File: src/rtl/csa_resolve_pipe_if.sv
// Handshake bundle for the carry-save resolver: redundant (sum, carry) input stream
// and resolved binary output stream, each with valid/ready flow control.
interface csa_resolve_pipe_if #(
    parameter int WIDTH     = 32,
    parameter int TAG_WIDTH = 4
);
    logic                 in_valid;
    logic                 in_ready;
    logic [WIDTH-1:0]     in_sum;
    logic [WIDTH-1:0]     in_carry;
    logic [TAG_WIDTH-1:0] in_tag;
    logic                 out_valid;
    logic                 out_ready;
    logic [WIDTH+1:0]     out_result;
    logic [TAG_WIDTH-1:0] out_tag;

    // The resolver is the slave of the input stream and master of the output stream.
    modport slave (
        input  in_valid, in_sum, in_carry, in_tag, out_ready,
        output in_ready, out_valid, out_result, out_tag
    );

    modport master (
        output in_valid, in_sum, in_carry, in_tag, out_ready,
        input  in_ready, out_valid, out_result, out_tag
    );
endinterface

File: src/rtl/csa_resolve_pipe.sv
// Pipelined carry-propagate adder resolving a carry-save pair into sum + (carry << 1),
// one WIDTH/NUM_STAGES-bit chunk per stage, with valid/ready flow control on both sides.
module csa_resolve_pipe #(
    parameter int WIDTH      = 32,
    parameter int NUM_STAGES = 2,
    parameter int TAG_WIDTH  = 4
) (
    input  logic              clk,
    input  logic              rst_n,
    csa_resolve_pipe_if.slave s
);
    localparam int C  = WIDTH / NUM_STAGES;
    localparam int RW = WIDTH + 2;

    logic [NUM_STAGES-1:0]                v_q, v_d;
    logic [NUM_STAGES-1:0]                cy_q, cy_d, cy_in;
    logic [NUM_STAGES-1:0]                stage_load, stage_fill, stage_en;
    logic [NUM_STAGES-1:0][RW-1:0]        a_q, a_d, a_in;
    logic [NUM_STAGES-1:0][RW-1:0]        b_q, b_d, b_in;
    logic [NUM_STAGES-1:0][TAG_WIDTH-1:0] tag_q, tag_d, tag_in;
    logic                                 unused_bits;

    // A stage may load when empty or when its current item moves on; this ripples
    // back from the output so a full pipeline still accepts when the tail drains.
    always_comb begin
        stage_load = '0;
        stage_load[NUM_STAGES-1] = !v_q[NUM_STAGES-1] || s.out_ready;
        for (int k = NUM_STAGES - 2; k >= 0; k--) begin
            stage_load[k] = !v_q[k] || stage_load[k+1];
        end
    end

    for (genvar gi = 0; gi < NUM_STAGES; gi++) begin : g_stage
        logic [C:0]    chunk;
        logic [RW-1:0] resolved;

        if (gi == 0) begin : g_first
            assign a_in[gi]       = {2'b00, s.in_sum};
            assign b_in[gi]       = {1'b0, s.in_carry, 1'b0};
            assign cy_in[gi]      = 1'b0;
            assign tag_in[gi]     = s.in_tag;
            assign stage_fill[gi] = s.in_valid;
        end else begin : g_next
            assign a_in[gi]       = a_q[gi-1];
            assign b_in[gi]       = b_q[gi-1];
            assign cy_in[gi]      = cy_q[gi-1];
            assign tag_in[gi]     = tag_q[gi-1];
            assign stage_fill[gi] = v_q[gi-1];
        end

        assign chunk = {1'b0, a_in[gi][gi*C +: C]} + {1'b0, b_in[gi][gi*C +: C]}
                     + {{C{1'b0}}, cy_in[gi]};

        // Resolved bits overwrite A in place; the upper part of A stays unresolved.
        always_comb begin
            resolved = a_in[gi];
            resolved[gi*C +: C] = chunk[C-1:0];
            if (gi == NUM_STAGES - 1) begin
                resolved[RW-1:WIDTH] = a_in[gi][RW-1:WIDTH] + b_in[gi][RW-1:WIDTH]
                                     + {1'b0, chunk[C]};
            end
        end

        assign stage_en[gi] = stage_load[gi] && stage_fill[gi];
        assign v_d[gi]      = stage_load[gi] ? stage_fill[gi] : v_q[gi];
        assign a_d[gi]      = stage_en[gi] ? resolved   : a_q[gi];
        assign b_d[gi]      = stage_en[gi] ? b_in[gi]   : b_q[gi];
        assign cy_d[gi]     = stage_en[gi] ? chunk[C]   : cy_q[gi];
        assign tag_d[gi]    = stage_en[gi] ? tag_in[gi] : tag_q[gi];
    end

    always_ff @(posedge clk or negedge rst_n) begin
        if (!rst_n) begin
            v_q   <= '0;
            cy_q  <= '0;
            a_q   <= '0;
            b_q   <= '0;
            tag_q <= '0;
        end else begin
            v_q   <= v_d;
            cy_q  <= cy_d;
            a_q   <= a_d;
            b_q   <= b_d;
            tag_q <= tag_d;
        end
    end

    assign s.in_ready   = stage_load[0];
    assign s.out_valid  = v_q[NUM_STAGES-1];
    assign s.out_result = a_q[NUM_STAGES-1];
    assign s.out_tag    = tag_q[NUM_STAGES-1];

    // Already-consumed low bits of B and the final carry are never read downstream.
    assign unused_bits = ^{b_q, b_in, cy_q};
endmodule
File: src/flat_wrapper.sv
// flat-port wrapper written by rule: the top's interface ports become plain ports
module csa_resolve_pipe_flat 
#(
    parameter int WIDTH      = 32,
    parameter int NUM_STAGES = 2,
    parameter int TAG_WIDTH  = 4
)
  (clk, rst_n, s_in_valid, s_in_sum, s_in_carry, s_in_tag, s_out_ready, s_in_ready, s_out_valid, s_out_result, s_out_tag);
  csa_resolve_pipe_if #(.WIDTH(WIDTH), .TAG_WIDTH(TAG_WIDTH)) s_i ();
  input  logic clk;
  input  logic rst_n;
  input wire logic [$bits(s_i.in_valid)-1:0] s_in_valid;
  input wire logic [$bits(s_i.in_sum)-1:0] s_in_sum;
  input wire logic [$bits(s_i.in_carry)-1:0] s_in_carry;
  input wire logic [$bits(s_i.in_tag)-1:0] s_in_tag;
  input wire logic [$bits(s_i.out_ready)-1:0] s_out_ready;
  output wire logic [$bits(s_i.in_ready)-1:0] s_in_ready;
  output wire logic [$bits(s_i.out_valid)-1:0] s_out_valid;
  output wire logic [$bits(s_i.out_result)-1:0] s_out_result;
  output wire logic [$bits(s_i.out_tag)-1:0] s_out_tag;
  assign s_i.in_valid = s_in_valid;
  assign s_i.in_sum = s_in_sum;
  assign s_i.in_carry = s_in_carry;
  assign s_i.in_tag = s_in_tag;
  assign s_i.out_ready = s_out_ready;
  assign s_in_ready = s_i.in_ready;
  assign s_out_valid = s_i.out_valid;
  assign s_out_result = s_i.out_result;
  assign s_out_tag = s_i.out_tag;
  csa_resolve_pipe #(.WIDTH(WIDTH), .NUM_STAGES(NUM_STAGES), .TAG_WIDTH(TAG_WIDTH)) u_core (.clk(clk), .rst_n(rst_n), .s(s_i));
endmodule
File: config.mk
export PLATFORM = sky130hd
export DESIGN_NAME = csa_resolve_pipe_flat
export DESIGN_NICKNAME = d
export VERILOG_FILES = /design/src/rtl/csa_resolve_pipe_if.sv /design/src/rtl/csa_resolve_pipe.sv /design/src/flat_wrapper.sv
export SDC_FILE = /design/constraint.sdc
export NUM_CORES = 1
export LEC_CHECK = 0
export ABC_AREA = 1
export CAP_MARGIN = 20
export CORE_AREA = 2 2 119 121
export CTS_CLUSTER_SIZE = 25
export DETAILED_ROUTE_END_ITERATION = 16
export DIE_AREA = 0 0 121 123
export HOLD_SLACK_MARGIN = 0.1
export PLACE_DENSITY = 0.7
export SLEW_MARGIN = 20
export SYNTH_ARGS = -nofsm -noshare
export SYNTH_HDL_FRONTEND = slang
export SYNTH_SLANG_ARGS = --single-unit
File: constraint.sdc
create_clock -name clk -period 6.5 [get_ports clk]
set_clock_uncertainty 0.1 [all_clocks]
set_input_delay 0.975 -clock clk [delete_from_list [all_inputs] [get_ports clk]]
set_output_delay 0.975 -clock clk [all_outputs]
set_load 0.01 [all_outputs]
---- Word level (Yosys, flattened, before mapping) ----
Cells that the tools add are included.
storage, ports and cells
  logic and storage cells ................. 18
  input bits .............................. 72
  register bits ........................... 109
operators by class
  reductions and logical operators ........ 6
  $add $sub $neg .......................... 4
operators with widths
  kind                                       number
  16-bit by 16-bit adder with 17-bit output  2
  17-bit by 1-bit adder with 17-bit output   1
  1-bit by 1-bit adder with 2-bit output     1
  1-bit logical AND                          2
  1-bit zero test                            2
  1-bit logical OR                           2

---- Depth between registers and ports, before layout ----
Gate-level depths: netlist (run 1).
  depth after elaboration ................. 4
  depth in mapped cells ................... 12
  gate-level depth less buffers ........... 12

---- Worst setup path before layout (run 1) ----
OpenSTA, ideal clock, no wires.
  path kind ............................... input to register
  start ................................... input port s_in_carry[0]
  end ..................................... register u_core.a_q, in the netlist u_core.a_in[41]
  slack ................................... 4160 ps
  setup time .............................. 121 ps
  stages .................................. 9
  arrival ................................. 2119 ps
  path through ............................ ha_1 -> fa_1 -> nand2_1 -> nand2_1 -> nand3_1 -> nand2_1 -> or2_0 -> nand3_1 -> o21ai_1
between the ends
  longest elaborated chain between the ends .. 1
ends and longest elaborated chain
  what                                       line                    RTL
  from (decl)                                flat_wrapper.sv:14      input wire logic [$bits(s_i.in_carry)-1:0] s_in_carry;
  16-bit by 16-bit adder with 17-bit output  csa_resolve_pipe.sv:51  assign chunk = {1'b0, a_in[gi][gi*C +: C]} + {1'b0, b_in[gi][gi*C +: C]}
  to (signal assigned)                       csa_resolve_pipe.sv:76  a_q <= '0;
  to (signal assigned)                       csa_resolve_pipe.sv:82  a_q <= a_d;
  to (decl)                                  csa_resolve_pipe.sv:18  logic [NUM_STAGES-1:0][RW-1:0] a_q, a_d, a_in;
Every way passes these cells.
A chain may end at the register's enable or synchronous reset.

---- Worst setup path in the final report (run 1) ----
  start ................................... input port s_out_ready
  end ..................................... register u_core.a_q, in the netlist u_core.a_in[41]
between the ends
  longest elaborated chain between the ends .. 3
ends and longest elaborated chain
  what               line                    RTL
  from (decl)        flat_wrapper.sv:16      input wire logic [$bits(s_i.out_ready)-1:0] s_out_ready;
  1-bit logical OR   csa_resolve_pipe.sv:27  stage_load[NUM_STAGES-1] = !v_q[NUM_STAGES-1] || s.out_ready;
  1-bit logical OR   csa_resolve_pipe.sv:29  stage_load[k] = !v_q[k] || stage_load[k+1];
  1-bit logical AND  csa_resolve_pipe.sv:64  assign stage_en[gi] = stage_load[gi] && stage_fill[gi];
Every way passes these cells.

==> impl_metrics.json, run 1 <==
{
  "track_usage": 0.168,
  "cts_tree": "done",
  "regArea_mm2": 0.00235,
  "finalNonFillerCells": 1009,
  "maxSlewHeadroom": 0.391,
  "dp_hpwl_um": 8700,
  "synth_nets": 825,
  "synth_top_area_cell": "dfrtp_1",
  "finalNetCount": 930,
  "dp_slack_ns": 2.84,
  "r2r-start": "u_core.v_q[0]",
  "wl_per_cell_um": 11.8,
  "async_flop_share": 1.00,
  "post_cts_resize_count": 0,
  "antenna_found_initial": 0,
  "postCtsHoldBufs": 0,
  "clkPwrFrac": 0.235,
  "cts_inserted_buffers": 9,
  "wirelength_um": 11900,
  "cts.sinks": 94,
  "cp_num_buf_inv": 3,
  "synth_top_area_share": 0.443,
  "max_stage_delay_ns": 0.96,
  "nFillCells": 1370,
  "p_int_mw": 1.37,
  "holdCritPathClass": "flip-flop to flip-flop",
  "ys_ff_latch": 94,
  "worst_path_max_delay_cell": "clkinv_2",
  "r2r_slack_ns": 3.72,
  "drc": 0,
  "num_vias": 4614,
  "critPathArrivalTime_ns": 3.59,
  "fin_crit_sh": 0.537,
  "clk_path_buf_depth": 2,
  "dr.pass1.iters": 5,
  "core_area_mm2": 0.0136,
  "syn_area_mm2": 0.00532,
  "antenna_cells": 0,
  "seq_power_share": 0.393,
  "post_route_cells_drive_above_1_share": 0.0410,
  "path_delay_family": "buffers and inverters",
  "yosysUniqueCellTypes": 29,
  "cp_max_fo": 65,
  "fin_setup_tns_ns": 0,
  "cp-startpoint": "s_out_ready",
  "setup_violations": 0,
  "required_ns": 6.60,
  "finish.utilization": 0.501,
  "comb_power_share": 0.372,
  "ys_top_cells_by_count": "nand2_1 (346), dfrtp_1 (94), inv_1 (78)",
  "io_pins": 112,
  "synthTopCellsByArea": "dfrtp_1 (44%), nand2_1 (24%), ha_1 (7.3%)",
  "p_leak_nw": 3.61,
  "max_cap_viol_count": 0,
  "swShare": 0.345,
  "final_max_slew_viol_count": 0,
  "die_w_um": 121,
  "worstMarginPinSlew_ns": 0.913,
  "die_h_um": 123,
  "finalHoldViolCount": 0,
  "drt-initial-drc-count": 246,
  "synth_seq_area_share": 0.443,
  "outcome": "finished clean",
  "ctsHtreeMaxLevel": 3,
  "gp_congestion": 0.833,
  "multi_input_area_mm2": 0.00255,
  "viasPerCell": 4.57,
  "grt_max_degree": 66,
  "critical_path.endpoint_type": "flip-flop",
  "clk_latency_ns": 0.34,
  "holdCritStartpoint": "u_core.a_in[43]",
  "ant_nets": 0,
  "netlist_instances": 719,
  "std_cell_rows": 43,
  "syn2layout_area_growth_pct": 28.3,
  "numPortBuffers": 111,
  "powerDensity_mw_per_mm2": 307,
  "syn_avg_cell_area_um2": 7.39,
  "yosysMostFrequentCell": "nand2_1",
  "rsz0062_at_grt": "false",
  "criticalPathCategory": "input port to flip-flop",
  "p_switching_mw": 0.723,
  "root_buffer": "clkbuf_16",
  "post-cts-setup-buffer-count": 0,
  "path_cells": "clkdlybuf4s50_1 -> inv_1 -> nand3_2 -> nand2_2 -> clkinv_2 -> nand3_1 -> o21ai_1",
  "grt_pass1_vias": 4284,
  "critPathLaunchType": "input port",
  "finalCriticalPeriod_ns": 3.49,
  "ir_drop_uv": 169,
  "start_util": 0.390,
  "ys_warn_count": 0,
  "dp_cells": 993,
  "synth-main-ff-cell": "dfrtp_1",
  "setup_ws_ns": 3.01,
  "grt_pass1_wl_um": 19900,
  "clk_pin_slew_worst_paths_ns": 0.06,
  "synth_edf_count": 0,
  "die_area_mm2": 0.0149,
  "max_freq_mhz": 287,
  "overflow": 0
}
==> power groups by stage <==
stage,registers [mW],clock network (mW),logic (mW)
after floorplan,0.863,0,0.401
after global placement,0.832,0,0.771
after detailed placement,0.831,0,0.784
after CTS,0.825,0.506,0.788
after global routing,0.842,0.530,0.883
final,0.823,0.492,0.780
==> worst min-delay path: stages, from the launching register on <==
cell and delay (ns):
dfrtp_1 0.34, nand2_1 0.05, nand2_1 0.04
==> cell families (layout without fill, tap and decap cells) <==
group                      count (synthesis)  count (layout)  synth area share
buffers and inverters                     98             208            0.0784
AOI/OAI and AO/OA                         48              48            0.0485
and+or+nand+nor                          441             441             0.340
adders and majority gates                 34              34            0.0843
xor gates and xnor gates                   4               4           0.00659
DFF                                       94              94             0.443
==> cell usage in the layout, fill, tap and decap left out, types with 4 or more instances in the layout <==
cell	netlist	final
clkdlybuf4s50_1	0	110
inv_1	78	78
or2_1	5	5
a21oi_1	17	17
clkbuf_16	0	9
dfrtp_1	94	94
nand3_1	32	32
nand2_1	346	345
or2_0	4	4
nand3b_1	6	6
nand4_1	4	4
nor2_1	27	27
o21ai_0	16	16
nand2_2	4	5
o21ai_1	12	12
clkinv_2	0	4
ha_1	31	31
nor3_1	5	5
==> metal layers <==
layer  share of wire  track usage  wire length (um)  up-vias
met1            0.50        0.242              6030     2078
met3           0.046       0.0318               548       10
met5               0            0                 0        -
met4           0.013       0.0509               152        0
li1                -            -                 -     2427
met2            0.44        0.258              5220       99
==> worst paths after layout <==
| check | endpoint | depth (start not counted) |
|---|---|---|
| max in group asynchronous | u_core.a_in[53] | 2 |
| worst max-delay path | u_core.a_in[41] | 7 |
| worst min-delay path | u_core.s.out_result[9] | 2 |
| min in group asynchronous | u_core.b_in[61] | 1 |
| worst max register to register | u_core.a_in[41] | 5 |
| worst min register to register | u_core.s.out_result[9] | 2 |
==> cell type report <==
type                    count  share of cell area
clock buffers               9              0.0330
clock inverters             7             0.00715
inverters                  79              0.0437
multi-input cells         527               0.374
flip-flops and latches     94               0.345
well taps                 180              0.0330
repair buffers            113               0.165
==> flip-flops by register name (all words and copies together) (netlist names) <==
signal / count
u_core.s.out_result: 34
u_core.a_in: 32
u_core.tag_in: 4
u_core.s.out_tag: 4
u_core.cy_q: 1
u_core.b_in: 17
u_core.v_q: 2
==> through the flow <==
stage	power [mW]	hold slack (ns)	cell area, um2
6_report	2.09	0.369	6820
5_1_grt	2.26	0.405	6820
4_1_cts	2.12	0.374	6820
3_5_place_dp	1.62	0.357	6550
3_3_place_gp	1.60	0.349	6550
2_1_floorplan	1.26	0.342	5320
(Power assumes the default switching activity.)
==> inputs of run 2 (changes only) <==
--- a/config.mk
+++ b/config.mk
@@ -12,7 +12,7 @@
 export DETAILED_ROUTE_END_ITERATION = 16
 export DIE_AREA = 0 0 121 123
 export HOLD_SLACK_MARGIN = 0.1
-export PLACE_DENSITY = 0.7
+export PLACE_DENSITY = 0.72
 export SLEW_MARGIN = 20
 export SYNTH_ARGS = -nofsm -noshare
 export SYNTH_HDL_FRONTEND = slang
==> constraint.sdc (replaced) <==
create_clock -name clk -period 2.9 [get_ports clk]
set_clock_uncertainty 0.1 [all_clocks]
set_input_delay 0.435 -clock clk [delete_from_list [all_inputs] [get_ports clk]]
set_output_delay 0.435 -clock clk [all_outputs]
set_load 0.01 [all_outputs]
==> run 2 against run 1 <==
Sequential cell count did not move. Via count up 0.85%. First-iteration DRC count increased by 16%. Global-route usage rose by 0.34 points. Total power increased by 130%. Hold slack is essentially flat. Utilization up 0.65 points. Clock-buffer cell count up 1. Routed wire length about the same. Largest power group unchanged.
==> impl_metrics.json, run 2 (synthesized netlist as in run 1, its figures left out) <==
{
  "ctsHtreeMaxLevel": 3,
  "holdWs_ns": 0.370,
  "finalCriticalPeriod_ns": 2.45,
  "clk_pin_slew_worst_paths_ns": 0.07,
  "grt_max_degree": 62,
  "cts_inserted_buffers": 9,
  "num_vias": 4653,
  "dr.pass1.iters": 5,
  "crit_cells": 12,
  "io_pins": 112,
  "clk_latency_ns": 0.35,
  "grtUsageMet2": 0.263,
  "holdCritPathClass": "flip-flop to flip-flop",
  "path_cells": "fa_1 -> fa_1 -> nand2_1 -> nand2_1 -> and2_4 -> nand3_2 -> nand3_1 -> nand4_1 -> nand2_1 -> ha_1 -> nand2_1 -> nand2_1",
  "setup_violations": 0,
  "required_ns": 3.04,
  "use_met1": 0.240,
  "track_usage": 0.171,
  "post_route_cells_drive_above_1_share": 0.0444,
  "cts.sinks": 94,
  "r2r_slack_ns": 0.45,
  "post-cts-setup-buffer-count": 0,
  "p_leak_nw": 3.65,
  "ant_nets": 0,
  "critical_path.endpoint_type": "flip-flop",
  "gp_congestion": 0.866,
  "critPathArrivalTime_ns": 2.59,
  "maxSlewHeadroom": 0.636,
  "die_w_um": 121,
  "root_buffer": "clkbuf_16",
  "numPortBuffers": 111,
  "dp_hpwl_um": 8770,
  "hold_depth": 2,
  "antenna_found_initial": 0,
  "wirelength_um": 11900,
  "grt_use_met3": 0.0351,
  "syn2layout_area_growth_pct": 30.0,
  "grt_busiest_layer": "met2",
  "std_cell_rows": 43,
  "post_cts_resize_count": 0,
  "worstMarginPinSlew_ns": 0.546,
  "outcome": "finished clean",
  "grt_pass1_wl_um": 20300,
  "criticalPathCategory": "flip-flop to flip-flop",
  "rsz0062_at_grt": "false",
  "max_freq_mhz": 409,
  "cts_tree": "done",
  "clk_path_buf_depth": 2,
  "die_h_um": 123,
  "drt-initial-drc-count": 286,
  "finalNetCount": 934,
  "finalHoldViolCount": 0,
  "fin_setup_tns_ns": 0,
  "drc": 0,
  "viasPerCell": 4.59,
  "largest_reg_flops": 34,
  "overflow": 0,
  "final_max_slew_viol_count": 0,
  "antenna_cells": 0,
  "start_util": 0.390,
  "final_cell_mix": "nand2_1 (345), clkdlybuf4s50_1 (110), dfrtp_1 (94)",
  "max_stage_delay_ns": 0.46,
  "wl_per_cell_um": 11.8,
  "powerDensity_mw_per_mm2": 698,
  "grt_pass1_vias": 4404,
  "critPathLaunchType": "flip-flop",
  "ir_drop_uv": 319,
  "worst_path_max_delay_cell": "fa_1",
  "fin_crit_sh": 0.843,
  "final_common_cell": "nand2_1",
  "r2r_cells": 12,
  "cp_max_fo": 3,
  "max_cap_viol_count": 0,
  "path_common_cell": "nand2_1",
  "die_area_mm2": 0.0149,
  "path_delay_family": "adder cells",
  "cp_num_buf_inv": 0,
  "core_area_mm2": 0.0136
}
-- run 2: final timing paths --
| kind | start | endpoint |
|---|---|---|
| setup / recovery | u_core.b_in[50] | u_core.s.out_result[32] |
| hold / removal | u_core.a_in[45] | u_core.s.out_result[11] |
| setup reg to reg | u_core.b_in[50] | u_core.s.out_result[32] |
| hold reg to reg | u_core.a_in[45] | u_core.s.out_result[11] |
| max in group asynchronous | rst_n | u_core.s.out_result[9] |
| min in group asynchronous | rst_n | u_core.s.out_result[27] |
-- run 2: worst min-delay path, delay by kind of cell (launching register included) --
family | cells | cell delay, ns
flops | 1 | 0.34
simple gates | 2 | 0.09
-- run 2: what timing repair did --
item | CTS | global route
endpoints found under the setup margin | 0 | 0
endpoints found under the hold margin | 33 | 0
hold buffers | 1 | 0
-- run 2: metal layers --
metal / up-vias / share of wire / wire length (um)
met2: 103 / 0.44 / 5240
met4: 0 / 0.014 / 164
met1: 2105 / 0.50 / 5950
met5: - / 0 / 0
li1: 2437 / - / -
met3: 8 / 0.049 / 590
-- run 2: cell type report --
| class | instances | area (um2) |
|---|---|---|
| clock inverter | 6 | 67.6 |
| tap | 180 | 225 |
| sequential | 94 | 2350 |
| inverter | 79 | 297 |
| clock buffer | 10 | 239 |
| timing repair buffer | 117 | 1180 |
| multi-input combinational | 527 | 2550 |
| fill | 1312 | 6700 |
-- run 2: where the power goes --
part	switching, mW	internal [mW]
clock network	0.513	0.696
logic	0.913	0.851
registers	0.198	1.65
total	1.62	3.20
-- run 2: metrics by stage --
stage	instances	cell area, um2	setup WS, ns	util	power (mW)
floorplan	719	5320	0.578	-	2.83
global placement	996	6590	0.487	0.484	3.62
detailed placement	996	6590	0.454	0.484	3.65
CTS	1013	6910	0.438	0.508	4.89
global route	1013	6910	0.308	0.508	5.20
finish	1013	6910	0.455	0.508	4.82
